==> config.mk <==
export PLATFORM = sky130hd
export DESIGN_NAME = sc_psr_window_flat
export DESIGN_NICKNAME = d
export VERILOG_FILES = /design/src/rtl/sc_psr_window_if.sv /design/src/rtl/sc_psr_window.sv /design/src/flat_wrapper.sv
export SDC_FILE = /design/constraint.sdc
export NUM_CORES = 1
export LEC_CHECK = 0
export CAP_MARGIN = 20
export CORE_UTILIZATION = 25
export CTS_BUF_LIST = sky130_fd_sc_hd__clkbuf_16
export CTS_CLUSTER_DIAMETER = 60
export DETAILED_ROUTE_END_ITERATION = 8
export HOLD_SLACK_MARGIN = 0.05
export MAX_ROUTING_LAYER = met4
export PLACE_DENSITY = 0.53
export SYNTH_ARGS = -nofsm -noshare
export SYNTH_HDL_FRONTEND = slang
export SYNTH_SLANG_ARGS = --single-unit
==> constraint.sdc <==
create_clock -name SC_PsrWin_CLOCK_50 -period 7.9 [get_ports SC_PsrWin_CLOCK_50]
set_input_delay 1.185 -clock SC_PsrWin_CLOCK_50 [delete_from_list [all_inputs] [get_ports SC_PsrWin_CLOCK_50]]
set_output_delay 1.185 -clock SC_PsrWin_CLOCK_50 [all_outputs]
set_load 0.01 [all_outputs]
==> src/rtl/sc_psr_window_if.sv <==
// Command/flag/status bundle between the ALU/decode side and the PSR/window block.
// The master drives commands and flags. The slave returns the PSR state and event pulses.
interface sc_psr_window_if #(
  parameter int DATAWIDTH_ICC = 4,
  parameter int NWINDOWS      = 8,
  parameter int DATAWIDTH_CWP = 5,
  parameter int DATAWIDTH_BUS = 32
);
  logic                     SC_PsrWin_negativo;
  logic                     SC_PsrWin_cero;
  logic                     SC_PsrWin_overflow;
  logic                     SC_PsrWin_carry;
  logic                     SC_PsrWin_WriteIcc_InLow;
  logic                     SC_PsrWin_Save_InLow;
  logic                     SC_PsrWin_Restore_InLow;
  logic                     SC_PsrWin_Trap_InLow;
  logic                     SC_PsrWin_Rett_InLow;
  logic                     SC_PsrWin_WritePsr_InLow;
  logic [DATAWIDTH_BUS-1:0] SC_PsrWin_Data_In;
  logic [NWINDOWS-1:0]      SC_PsrWin_Wim_In;
  logic [DATAWIDTH_ICC-1:0] SC_PsrWin_Icc_Out;
  logic [DATAWIDTH_CWP-1:0] SC_PsrWin_Cwp_Out;
  logic                     SC_PsrWin_S_Out;
  logic                     SC_PsrWin_PS_Out;
  logic                     SC_PsrWin_ET_Out;
  logic [DATAWIDTH_BUS-1:0] SC_PsrWin_Psr_Out;
  logic                     SC_PsrWin_WinOverflow_Out;
  logic                     SC_PsrWin_WinUnderflow_Out;
  logic                     SC_PsrWin_Illegal_Out;
  logic                     SC_PsrWin_ErrorMode_Out;

  modport master (
    output SC_PsrWin_negativo, SC_PsrWin_cero, SC_PsrWin_overflow, SC_PsrWin_carry,
           SC_PsrWin_WriteIcc_InLow, SC_PsrWin_Save_InLow, SC_PsrWin_Restore_InLow,
           SC_PsrWin_Trap_InLow, SC_PsrWin_Rett_InLow, SC_PsrWin_WritePsr_InLow,
           SC_PsrWin_Data_In, SC_PsrWin_Wim_In,
    input  SC_PsrWin_Icc_Out, SC_PsrWin_Cwp_Out, SC_PsrWin_S_Out, SC_PsrWin_PS_Out,
           SC_PsrWin_ET_Out, SC_PsrWin_Psr_Out, SC_PsrWin_WinOverflow_Out,
           SC_PsrWin_WinUnderflow_Out, SC_PsrWin_Illegal_Out, SC_PsrWin_ErrorMode_Out
  );

  modport slave (
    input  SC_PsrWin_negativo, SC_PsrWin_cero, SC_PsrWin_overflow, SC_PsrWin_carry,
           SC_PsrWin_WriteIcc_InLow, SC_PsrWin_Save_InLow, SC_PsrWin_Restore_InLow,
           SC_PsrWin_Trap_InLow, SC_PsrWin_Rett_InLow, SC_PsrWin_WritePsr_InLow,
           SC_PsrWin_Data_In, SC_PsrWin_Wim_In,
    output SC_PsrWin_Icc_Out, SC_PsrWin_Cwp_Out, SC_PsrWin_S_Out, SC_PsrWin_PS_Out,
           SC_PsrWin_ET_Out, SC_PsrWin_Psr_Out, SC_PsrWin_WinOverflow_Out,
           SC_PsrWin_WinUnderflow_Out, SC_PsrWin_Illegal_Out, SC_PsrWin_ErrorMode_Out
  );
endinterface

==> src/rtl/sc_psr_window.sv <==
// Processor status register with register-window pointer, WIM checking and trap/error-mode handling.
// All outputs come straight from registers. Commands act on the edge that samples them.
module sc_psr_window #(
  parameter int DATAWIDTH_ICC = 4,
  parameter int NWINDOWS      = 8,
  parameter int DATAWIDTH_CWP = 5,
  parameter int DATAWIDTH_BUS = 32
)(
  input logic            SC_PsrWin_CLOCK_50,
  input logic            SC_PsrWin_RESET_InLow,
  sc_psr_window_if.slave psr_if
);
  typedef logic [DATAWIDTH_CWP-1:0] cwp_t;
  typedef logic [NWINDOWS-1:0]      wim_t;
  typedef logic [DATAWIDTH_BUS-1:0] bus_t;

  typedef struct packed {
    logic [DATAWIDTH_ICC-1:0] icc;
    logic                     s;
    logic                     ps;
    logic                     et;
    cwp_t                     cwp;
  } psr_t;

  typedef struct packed {
    logic wicc;
    logic save;
    logic rest;
    logic trap;
    logic rett;
    logic wpsr;
  } cmd_t;

  typedef enum logic {ST_RUN, ST_ERR} state_t;

  localparam cwp_t CWP_MAX = cwp_t'(NWINDOWS - 1);
  localparam cwp_t CWP_ONE = cwp_t'(1);
  localparam wim_t WIM_ONE = wim_t'(1);
  localparam psr_t PSR_RST = '{icc: '1, s: 1'b1, ps: 1'b0, et: 1'b0, cwp: '0};

  state_t state_q, state_nxt;
  psr_t   psr_q, psr_nxt;
  logic   ovf_q, unf_q, ill_q;
  logic   ovf_nxt, unf_nxt, ill_nxt;
  cmd_t   cmd;
  bus_t   data;
  wim_t   wim;
  cwp_t   cwp_dec, cwp_inc;
  logic   wim_dec, wim_inc, wr_cwp_bad, icc_ld;
  logic [DATAWIDTH_ICC-1:0] flags;
  bus_t   psr_img;
  logic   unused_bus_bits;

  assign cmd = '{wicc: ~psr_if.SC_PsrWin_WriteIcc_InLow,
                 save: ~psr_if.SC_PsrWin_Save_InLow,
                 rest: ~psr_if.SC_PsrWin_Restore_InLow,
                 trap: ~psr_if.SC_PsrWin_Trap_InLow,
                 rett: ~psr_if.SC_PsrWin_Rett_InLow,
                 wpsr: ~psr_if.SC_PsrWin_WritePsr_InLow};
  assign data  = psr_if.SC_PsrWin_Data_In;
  assign wim   = psr_if.SC_PsrWin_Wim_In;
  assign flags = {psr_if.SC_PsrWin_negativo, psr_if.SC_PsrWin_cero,
                  psr_if.SC_PsrWin_overflow, psr_if.SC_PsrWin_carry};

  // Window neighbours wrap modulo NWINDOWS, not modulo 2^DATAWIDTH_CWP.
  assign cwp_dec    = (psr_q.cwp == '0)     ? CWP_MAX : psr_q.cwp - CWP_ONE;
  assign cwp_inc    = (psr_q.cwp == CWP_MAX) ? '0      : psr_q.cwp + CWP_ONE;
  assign wim_dec    = |(wim & (WIM_ONE << cwp_dec));
  assign wim_inc    = |(wim & (WIM_ONE << cwp_inc));
  assign wr_cwp_bad = ({1'b0, data[4:0]} >= 6'(NWINDOWS));
  assign unused_bus_bits = ^{data[DATAWIDTH_BUS-1:24], data[19:8]};

  always_ff @(posedge SC_PsrWin_CLOCK_50 or negedge SC_PsrWin_RESET_InLow) begin
    if (!SC_PsrWin_RESET_InLow) state_q <= ST_RUN;
    else                        state_q <= state_nxt;
  end

  always_comb begin
    state_nxt = state_q;
    psr_nxt   = psr_q;
    ovf_nxt   = 1'b0;
    unf_nxt   = 1'b0;
    ill_nxt   = 1'b0;
    icc_ld    = cmd.wicc;
    if (state_q == ST_RUN) begin
      if (cmd.trap) begin
        if (psr_q.et) begin
          psr_nxt.et  = 1'b0;
          psr_nxt.ps  = psr_q.s;
          psr_nxt.s   = 1'b1;
          psr_nxt.cwp = cwp_dec;
        end else begin
          state_nxt = ST_ERR;
        end
      end else if (cmd.wpsr) begin
        if (!psr_q.s || wr_cwp_bad) begin
          ill_nxt = 1'b1;
        end else begin
          psr_nxt.icc = data[23:20];
          psr_nxt.s   = data[7];
          psr_nxt.ps  = data[6];
          psr_nxt.et  = data[5];
          psr_nxt.cwp = cwp_t'(data[4:0]);
          icc_ld      = 1'b0;
        end
      end else if (cmd.rett) begin
        if (psr_q.et || !psr_q.s) begin
          ill_nxt = 1'b1;
        end else if (wim_inc) begin
          unf_nxt = 1'b1;
        end else begin
          psr_nxt.et  = 1'b1;
          psr_nxt.s   = psr_q.ps;
          psr_nxt.cwp = cwp_inc;
        end
      end else if (cmd.save && !cmd.rest) begin
        if (wim_dec) ovf_nxt = 1'b1;
        else         psr_nxt.cwp = cwp_dec;
      end else if (cmd.rest && !cmd.save) begin
        if (wim_inc) unf_nxt = 1'b1;
        else         psr_nxt.cwp = cwp_inc;
      end
    end
    // Flag loads run beside the command path; only an accepted PSR write overrides them.
    if (icc_ld) psr_nxt.icc = flags;
  end

  always_ff @(posedge SC_PsrWin_CLOCK_50 or negedge SC_PsrWin_RESET_InLow) begin
    if (!SC_PsrWin_RESET_InLow) begin
      psr_q <= PSR_RST;
      ovf_q <= 1'b0;
      unf_q <= 1'b0;
      ill_q <= 1'b0;
    end else begin
      psr_q <= psr_nxt;
      ovf_q <= ovf_nxt;
      unf_q <= unf_nxt;
      ill_q <= ill_nxt;
    end
  end

  always_comb begin
    psr_img        = '0;
    psr_img[23:20] = psr_q.icc;
    psr_img[7]     = psr_q.s;
    psr_img[6]     = psr_q.ps;
    psr_img[5]     = psr_q.et;
    psr_img[4:0]   = 5'(psr_q.cwp);
  end

  assign psr_if.SC_PsrWin_Icc_Out          = psr_q.icc;
  assign psr_if.SC_PsrWin_Cwp_Out          = psr_q.cwp;
  assign psr_if.SC_PsrWin_S_Out            = psr_q.s;
  assign psr_if.SC_PsrWin_PS_Out           = psr_q.ps;
  assign psr_if.SC_PsrWin_ET_Out           = psr_q.et;
  assign psr_if.SC_PsrWin_Psr_Out          = psr_img;
  assign psr_if.SC_PsrWin_WinOverflow_Out  = ovf_q;
  assign psr_if.SC_PsrWin_WinUnderflow_Out = unf_q;
  assign psr_if.SC_PsrWin_Illegal_Out      = ill_q;
  assign psr_if.SC_PsrWin_ErrorMode_Out    = (state_q == ST_ERR);
endmodule

==> src/flat_wrapper.sv <==
// flat-port wrapper written by rule: the top's interface ports become plain ports
module sc_psr_window_flat 
#(
  parameter int DATAWIDTH_ICC = 4,
  parameter int NWINDOWS      = 8,
  parameter int DATAWIDTH_CWP = 5,
  parameter int DATAWIDTH_BUS = 32
)
  (SC_PsrWin_CLOCK_50, SC_PsrWin_RESET_InLow, psr_if_SC_PsrWin_negativo, psr_if_SC_PsrWin_cero, psr_if_SC_PsrWin_overflow, psr_if_SC_PsrWin_carry, psr_if_SC_PsrWin_WriteIcc_InLow, psr_if_SC_PsrWin_Save_InLow, psr_if_SC_PsrWin_Restore_InLow, psr_if_SC_PsrWin_Trap_InLow, psr_if_SC_PsrWin_Rett_InLow, psr_if_SC_PsrWin_WritePsr_InLow, psr_if_SC_PsrWin_Data_In, psr_if_SC_PsrWin_Wim_In, psr_if_SC_PsrWin_Icc_Out, psr_if_SC_PsrWin_Cwp_Out, psr_if_SC_PsrWin_S_Out, psr_if_SC_PsrWin_PS_Out, psr_if_SC_PsrWin_ET_Out, psr_if_SC_PsrWin_Psr_Out, psr_if_SC_PsrWin_WinOverflow_Out, psr_if_SC_PsrWin_WinUnderflow_Out, psr_if_SC_PsrWin_Illegal_Out, psr_if_SC_PsrWin_ErrorMode_Out);
  sc_psr_window_if #(.DATAWIDTH_ICC(DATAWIDTH_ICC), .NWINDOWS(NWINDOWS), .DATAWIDTH_CWP(DATAWIDTH_CWP), .DATAWIDTH_BUS(DATAWIDTH_BUS)) psr_if_i ();
  input logic SC_PsrWin_CLOCK_50;
  input logic SC_PsrWin_RESET_InLow;
  input wire logic [$bits(psr_if_i.SC_PsrWin_negativo)-1:0] psr_if_SC_PsrWin_negativo;
  input wire logic [$bits(psr_if_i.SC_PsrWin_cero)-1:0] psr_if_SC_PsrWin_cero;
  input wire logic [$bits(psr_if_i.SC_PsrWin_overflow)-1:0] psr_if_SC_PsrWin_overflow;
  input wire logic [$bits(psr_if_i.SC_PsrWin_carry)-1:0] psr_if_SC_PsrWin_carry;
  input wire logic [$bits(psr_if_i.SC_PsrWin_WriteIcc_InLow)-1:0] psr_if_SC_PsrWin_WriteIcc_InLow;
  input wire logic [$bits(psr_if_i.SC_PsrWin_Save_InLow)-1:0] psr_if_SC_PsrWin_Save_InLow;
  input wire logic [$bits(psr_if_i.SC_PsrWin_Restore_InLow)-1:0] psr_if_SC_PsrWin_Restore_InLow;
  input wire logic [$bits(psr_if_i.SC_PsrWin_Trap_InLow)-1:0] psr_if_SC_PsrWin_Trap_InLow;
  input wire logic [$bits(psr_if_i.SC_PsrWin_Rett_InLow)-1:0] psr_if_SC_PsrWin_Rett_InLow;
  input wire logic [$bits(psr_if_i.SC_PsrWin_WritePsr_InLow)-1:0] psr_if_SC_PsrWin_WritePsr_InLow;
  input wire logic [$bits(psr_if_i.SC_PsrWin_Data_In)-1:0] psr_if_SC_PsrWin_Data_In;
  input wire logic [$bits(psr_if_i.SC_PsrWin_Wim_In)-1:0] psr_if_SC_PsrWin_Wim_In;
  output wire logic [$bits(psr_if_i.SC_PsrWin_Icc_Out)-1:0] psr_if_SC_PsrWin_Icc_Out;
  output wire logic [$bits(psr_if_i.SC_PsrWin_Cwp_Out)-1:0] psr_if_SC_PsrWin_Cwp_Out;
  output wire logic [$bits(psr_if_i.SC_PsrWin_S_Out)-1:0] psr_if_SC_PsrWin_S_Out;
  output wire logic [$bits(psr_if_i.SC_PsrWin_PS_Out)-1:0] psr_if_SC_PsrWin_PS_Out;
  output wire logic [$bits(psr_if_i.SC_PsrWin_ET_Out)-1:0] psr_if_SC_PsrWin_ET_Out;
  output wire logic [$bits(psr_if_i.SC_PsrWin_Psr_Out)-1:0] psr_if_SC_PsrWin_Psr_Out;
  output wire logic [$bits(psr_if_i.SC_PsrWin_WinOverflow_Out)-1:0] psr_if_SC_PsrWin_WinOverflow_Out;
  output wire logic [$bits(psr_if_i.SC_PsrWin_WinUnderflow_Out)-1:0] psr_if_SC_PsrWin_WinUnderflow_Out;
  output wire logic [$bits(psr_if_i.SC_PsrWin_Illegal_Out)-1:0] psr_if_SC_PsrWin_Illegal_Out;
  output wire logic [$bits(psr_if_i.SC_PsrWin_ErrorMode_Out)-1:0] psr_if_SC_PsrWin_ErrorMode_Out;
  assign psr_if_i.SC_PsrWin_negativo = psr_if_SC_PsrWin_negativo;
  assign psr_if_i.SC_PsrWin_cero = psr_if_SC_PsrWin_cero;
  assign psr_if_i.SC_PsrWin_overflow = psr_if_SC_PsrWin_overflow;
  assign psr_if_i.SC_PsrWin_carry = psr_if_SC_PsrWin_carry;
  assign psr_if_i.SC_PsrWin_WriteIcc_InLow = psr_if_SC_PsrWin_WriteIcc_InLow;
  assign psr_if_i.SC_PsrWin_Save_InLow = psr_if_SC_PsrWin_Save_InLow;
  assign psr_if_i.SC_PsrWin_Restore_InLow = psr_if_SC_PsrWin_Restore_InLow;
  assign psr_if_i.SC_PsrWin_Trap_InLow = psr_if_SC_PsrWin_Trap_InLow;
  assign psr_if_i.SC_PsrWin_Rett_InLow = psr_if_SC_PsrWin_Rett_InLow;
  assign psr_if_i.SC_PsrWin_WritePsr_InLow = psr_if_SC_PsrWin_WritePsr_InLow;
  assign psr_if_i.SC_PsrWin_Data_In = psr_if_SC_PsrWin_Data_In;
  assign psr_if_i.SC_PsrWin_Wim_In = psr_if_SC_PsrWin_Wim_In;
  assign psr_if_SC_PsrWin_Icc_Out = psr_if_i.SC_PsrWin_Icc_Out;
  assign psr_if_SC_PsrWin_Cwp_Out = psr_if_i.SC_PsrWin_Cwp_Out;
  assign psr_if_SC_PsrWin_S_Out = psr_if_i.SC_PsrWin_S_Out;
  assign psr_if_SC_PsrWin_PS_Out = psr_if_i.SC_PsrWin_PS_Out;
  assign psr_if_SC_PsrWin_ET_Out = psr_if_i.SC_PsrWin_ET_Out;
  assign psr_if_SC_PsrWin_Psr_Out = psr_if_i.SC_PsrWin_Psr_Out;
  assign psr_if_SC_PsrWin_WinOverflow_Out = psr_if_i.SC_PsrWin_WinOverflow_Out;
  assign psr_if_SC_PsrWin_WinUnderflow_Out = psr_if_i.SC_PsrWin_WinUnderflow_Out;
  assign psr_if_SC_PsrWin_Illegal_Out = psr_if_i.SC_PsrWin_Illegal_Out;
  assign psr_if_SC_PsrWin_ErrorMode_Out = psr_if_i.SC_PsrWin_ErrorMode_Out;
  sc_psr_window #(.DATAWIDTH_ICC(DATAWIDTH_ICC), .NWINDOWS(NWINDOWS), .DATAWIDTH_CWP(DATAWIDTH_CWP), .DATAWIDTH_BUS(DATAWIDTH_BUS)) u_core (.SC_PsrWin_CLOCK_50(SC_PsrWin_CLOCK_50), .SC_PsrWin_RESET_InLow(SC_PsrWin_RESET_InLow), .psr_if(psr_if_i));
endmodule
# Word-level counts from Yosys, hierarchy flattened
# Index checks and enable logic that the tools add are counted.
[totals] memories=0 romBits=0 in_bits=52 out_inout_bits=48 latch_bits=0 word_cells=100 ram_bits=0 regBits=16
[op_classes] mul=0 add_sub_neg=2 shifts=2 n_eq_ne=15 n_div=0 mux=50 n_lt_le_gt_ge=1 n_bitwise=6 reduce_logical=15
[ops] cell="$mux W5" n=7
[ops] cell="$mux W1" n=33
[ops] cell="$mux W12" n=2
[ops] cell="$mux W6" n=3
[ops] cell="$and A8 B8 Y8" n=2
[ops] cell="$mux W8" n=2
[ops] cell="$reduce_or A8 Y1" n=2
[ops] cell="$shl A1 B5 Y8 const A" n=2
[ops] cell="$mux W4" n=3
[ops] cell="$ne A3 B3 Y1 const B" n=4
[ops] cell="$ne A4 B4 Y1 const B" n=3
[ops] cell="$reduce_and A4 Y1" n=2
[ops] cell="$reduce_and A8 Y1" n=1
[ops] cell="$ne A2 B2 Y1 const B" n=3
[ops] cell="$reduce_and A6 Y1" n=1
[ops] cell="$add A5 B1 Y5 const B" n=1
[ops] cell="$eq A5 B3 Y1 const B" n=1
[ops] cell="$ge A5 B4 Y1 const B" n=1
[ops] cell="$logic_not A5 Y1" n=1
[ops] cell="$ne A5 B3 Y1 const B" n=1
[ops] cell="$ne A5 B5 Y1 const B" n=1
[ops] cell="$reduce_and A5 Y1" n=1
[ops] cell="$sub A5 B1 Y5 const B" n=1
[ops] cell="$ne A2 B1 Y1 const B" n=2
[ops] cell="other kinds (5)" n=11

# Longest topological paths before layout
[logic_depth] depth_word=13 mapped_depth=9 ltp_nobuf=8

# Worst setup path before layout
# Ideal clock, no wire load.
[synth_path] path_kind="in2reg" from="input port psr_if_SC_PsrWin_Data_In[4]" to="register u_core.psr_q, in the netlist u_core.psr_if.SC_PsrWin_Cwp_Out[0]" arrival_ns=2.433 setup_ns=0.130 path_stages=6 t_required_ns=7.770 path_buffers=0 slack_ns=5.337 path_cell_list="or3b_2 nor2_1 nand3b_1 o311a_2 o211ai_4 mux2i_1"
[synth_between] elab_chain_cells=4
[synth_lines] element="start, declared" line_no="flat_wrapper.sv:23" source="input wire logic [$bits(psr_if_i.SC_PsrWin_Data_In)-1:0] psr_if_SC_PsrWin_Data_In;"
[synth_lines] element="$ge A5 B4 Y1" line_no="sc_psr_window.sv:70" source="assign wr_cwp_bad = ({1'b0, data[4:0]} >= 6'(NWINDOWS));"
[synth_lines] element="$logic_or A1 B1 Y1" line_no="sc_psr_window.sv:96" source="if (!psr_q.s || wr_cwp_bad) begin"
[synth_lines] element="$ne A3 B3 Y1 (no source line)"
[synth_lines] element="$reduce_and A8 Y1 (no source line)"
[synth_lines] element="end signal, assigned" line_no="sc_psr_window.sv:135" source="psr_q <= psr_nxt;"
[synth_lines] element="end, declared" line_no="sc_psr_window.sv:42" source="psr_t psr_q, psr_nxt;"
# Every way passes these cells.
# A chain may end at the register's enable or synchronous reset.

# Worst setup path after layout
[layout_path] from="input port psr_if_SC_PsrWin_Trap_InLow" to="register u_core.psr_q, in the netlist u_core.psr_if.SC_PsrWin_Cwp_Out[3]"
[layout_between] elab_chain_cells=2 word_cells_on_any_way=9 cone_classes="eq/ne: 6; mux: 1; reduce/logical: 2"
[layout_lines] element="start, declared" line_no="flat_wrapper.sv:20" source="input wire logic [$bits(psr_if_i.SC_PsrWin_Trap_InLow)-1:0] psr_if_SC_PsrWin_Trap_InLow;"
[layout_lines] element="$ne A5 B5 Y1 (no source line), or another cell as far along"
[layout_lines] element="$reduce_and A8 Y1 (no source line)"
# Parallel ways exist; a longest one is shown, timed or not.

==> insert_results.sql <==
INSERT INTO impl_metrics (metric_group, metric, value, unit) VALUES
('synth', 'synthCells', '188', ''),
('clock_network', 'worst_skew_late_latency', '240', 'ps'),
('timing', 'final-max-slew-violation-count', '0', ''),
('timing', 'clock.fmax', '308', 'MHz'),
('routing', 'dr.first_iter.drc_count', '116', ''),
('die', 'core', '0.00649', 'sq mm'),
('die', 'die_span_in_x', '85.0', 'um'),
('power', 'max_vdd_drop', '0.0877', 'mV'),
('final_layout', 'area_delta_synth_final', '27.9', '%'),
('timing', 'grt_setup_unrepaired', 'no', ''),
('synth', 'synth_cell_types', '54', ''),
('timing', 'worst_pin_slew', '744', 'ps'),
('synth', 'ys.flop_type', 'dfrtp_1', ''),
('clock_network', 'postCtsResizedCells', '0', ''),
('power', 'comb_power_share', '56.2', '%'),
('die', 'fp.dieH', '85.0', 'um'),
('power', 'switchingPower', '231', 'uW'),
('place', 'globalplace.congestion', '0.835', ''),
('critical_path', 'worst-path-max-fanout', '17', ''),
('die', 'io-pin-count', '100', ''),
('power', 'power_report.internal_total', '337', 'uW'),
('timing', 'timing.hold.ws', '562', 'ps'),
('final_layout', 'final_net_count', '282', ''),
('critical_path', 'cpMaxStageDelayCell', 'clkdlybuf4s50_1', ''),
('die', 'fp.dieArea', '0.00722', 'sq mm'),
('synth', 'synthesized_area', '0.00172', 'sq mm'),
('power', 'power-per-cell-area', '258', 'mW/mm^2'),
('grt', 'gr-total-overflow', '0', ''),
('clock_network', 'clock_sink_count', '16', ''),
('synth', 'synth_common_cells', '33 x buf_4, 16 x nor2_1, 15 x a21oi_1', ''),
('clock_network', 'cts-hold-fix-buffers', '0', ''),
('die', 'rows', '29', ''),
('routing', 'finalWirelength', '4050', 'um'),
('grt', 'grt_pass1_vias', '1271', ''),
('power', 'p_leak', '0.895', 'nW'),
('power', 'netSwitchingFraction', '40.6', '%'),
('clock_network', 'tritoncts', 'yes', ''),
('grt', 'grt_max_degree', '18', ''),
('routing', 'firstDrtPassIters', '4', ''),
('routing', 'vias', '1437', ''),
('grt', 'global_route_wire_length_before_repair', '6490', 'um'),
('place', 'dp_hpwl', '3130', 'um'),
('synth', 'postSynth.asyncResetShare', '100', '%'),
('critical_path', 'crit_arrival', '3410', 'ps'),
('final_layout', 'final_cell_count_no_fill', '304', ''),
('critical_path', 'cp-start-kind', 'input pin', ''),
('critical_path', 'timing.setup.critical_path_class', 'input pin to flip-flop', ''),
('timing', 'max-slew-margin-rel', '50.2', '%'),
('critical_path', 'cp_cell_sequence', 'clkdlybuf4s50_1 > nand2_1 > nor2_1 > a32oi_4 > o211ai_4 > mux2i_1', ''),
('final_layout', 'drive_gt1_share', '11.5', '%'),
('clock_network', 'clk_pin_slew_worst_paths', '50', 'ps'),
('outcome', 'run_status', 'finished, final reports clean', ''),
('die', 'floorplan.initialDensity', '26.5', '%'),
('clock_network', 'clock_path_buffers', '2', ''),
('routing', 'avgRoutedWirePerCell', '13.3', 'um'),
('timing', 'layout_setup_ws', '4650', 'ps'),
('critical_path', 'critical_path.max_stage_delay', '840', 'ps'),
('synth', 'syn_area_per_cell', '9.16', 'sq um'),
('hold_path', 'min_path_type', 'flip-flop to flip-flop', ''),
('synth', 'cell_taking_the_most_area_after_synthesis', 'dfrtp_1', ''),
('timing', 'setup-violations-final', '0', ''),
('routing', 'avg_vias_per_cell', '4.73', ''),
('run', 'max-cap-violations', '0', ''),
('synth', 'edff_count_synth', '0', ''),
('synth', 'synth.yosys.warnings', '0', ''),
('power', 'clock_power_share', '17.3', '%'),
('place', 'preCtsSetupSlack', '4400', 'ps'),
('routing', 'postRouteAntennaNets', '0', ''),
('final_layout', 'count_of_fill_cells_added_during_filler_insertion', '662', ''),
('clock_network', 'cts-root-buf', 'clkbuf_16', ''),
('clock_network', 'post_cts_buffers', '0', '');
[worst paths after layout]
check	start	end	slack, ps	cells past startpoint
worst max-delay path	psr_if_SC_PsrWin_Trap_InLow	u_core.psr_if.SC_PsrWin_Cwp_Out[3]$_DFFE_PN0P_	4650	6
worst min-delay path	u_core.psr_if.SC_PsrWin_S_Out$_DFFE_PN1P_	u_core.psr_if.SC_PsrWin_S_Out$_DFFE_PN1P_	560	2
worst max register to register	u_core.psr_if.SC_PsrWin_Cwp_Out[0]$_DFFE_PN0P_	u_core.psr_if.SC_PsrWin_Cwp_Out[3]$_DFFE_PN0P_	4870	8
worst min register to register	u_core.psr_if.SC_PsrWin_S_Out$_DFFE_PN1P_	u_core.psr_if.SC_PsrWin_S_Out$_DFFE_PN1P_	560	2
max in group asynchronous	SC_PsrWin_RESET_InLow	u_core.psr_if.SC_PsrWin_ErrorMode_Out$_DFF_PN0_	6050	1
min in group asynchronous	SC_PsrWin_RESET_InLow	u_core.psr_if.SC_PsrWin_PS_Out$_DFFE_PN0P_	1380	1
[sequential cells by signal, summed over array words and instances, names as in the netlist]
register,count
u_core.psr_if.SC_PsrWin_WinOverflow_Out,1
u_core.psr_if.SC_PsrWin_ErrorMode_Out,1
u_core.psr_if.SC_PsrWin_ET_Out,1
u_core.psr_if.SC_PsrWin_Illegal_Out,1
u_core.psr_if.SC_PsrWin_WinUnderflow_Out,1
u_core.psr_if.SC_PsrWin_Icc_Out,4
u_core.psr_if.SC_PsrWin_PS_Out,1
u_core.psr_if.SC_PsrWin_S_Out,1
u_core.psr_if.SC_PsrWin_Cwp_Out,5
[logic make-up (layout without fill, tap and decap cells)]
kind of cell,after synthesis,after routing,synth area share [%]
AOI/OAI and AO/OA,46,46,21.1
other,1,20,0.218
muxes,17,17,13.0
DFF,16,16,23.6
adders and majority gates,2,2,1.45
and+or+nand+nor,52,52,16.6
buffers and inverters,51,71,22.5
xor gates and xnor gates,3,3,1.53
[layout make-up]
type | count | area, sq um | area share (%)
Clock inverter | 1 | 3.75 | 0.170
Multi-Input combinational cell | 140 | 1000 | 45.4
Inverter | 8 | 30.0 | 1.36
Tap cell | 77 | 96.3 | 4.38
Clock buffer | 3 | 75.1 | 3.41
Timing Repair Buffer | 59 | 591 | 26.8
Sequential cell | 16 | 407 | 18.5
[cell usage in the layout (no fill, tap or decap), types with 2 or more instances in the layout]
| master | instances |
|---|---|
| clkdlybuf4s50_1 | 59 |
| conb_1 | 20 |
| nor2_1 | 16 |
| a21oi_1 | 15 |
| mux2i_1 | 13 |
| dfrtp_1 | 11 |
| o21ai_0 | 9 |
| inv_1 | 8 |
| nand2_1 | 8 |
| dfstp_2 | 5 |
| o22ai_1 | 4 |
| nor3_1 | 4 |
| nor2b_1 | 3 |
| mux4_2 | 3 |
| xnor2_1 | 3 |
| or2b_2 | 3 |
| nand3_1 | 3 |
| clkbuf_16 | 3 |
| nand3b_1 | 2 |
| nand4_1 | 2 |
| and2b_2 | 2 |
| o32ai_1 | 2 |
| o211ai_1 | 2 |
| ha_1 | 2 |
[worst max-delay path, delay by kind of cell]
family	cells	cell delay, ps
compound gates	2	500
buf+inv	1	840
mux	1	230
simple gates	2	640
[per-layer routing]
layer / GRT usage, % / up-vias / part of all wire, %
li1: - / 708 / -
met1: 16.3 / 659 / 47
met2: 17.4 / 66 / 45
met3: 2.14 / 4 / 6.1
met4: 2.77 / 0 / 1.4
met5: - / - / 0
[power by group through the flow]
stage               Clock (mW)  Sequential, mW  Combinational [mW]
detailed placement           0           0.152               0.320
CTS                      0.102           0.151               0.321
floorplan                    0           0.133               0.291
global route             0.107           0.158               0.349
finish                  0.0983           0.151               0.319
global placement             0           0.152               0.316
[metrics by stage]
stage | cell area, sq um | total power, mW | utilization [%]
6_report | 2200 | 0.568 | 33.9
5_1_grt | 2200 | 0.615 | 33.9
4_1_cts | 2200 | 0.574 | 33.9
3_5_place_dp | 2120 | 0.472 | 32.7
3_3_place_gp | 2120 | 0.468 | 32.7
2_1_floorplan | 1790 | 0.424 | -
(Power assumes the default switching activity.)
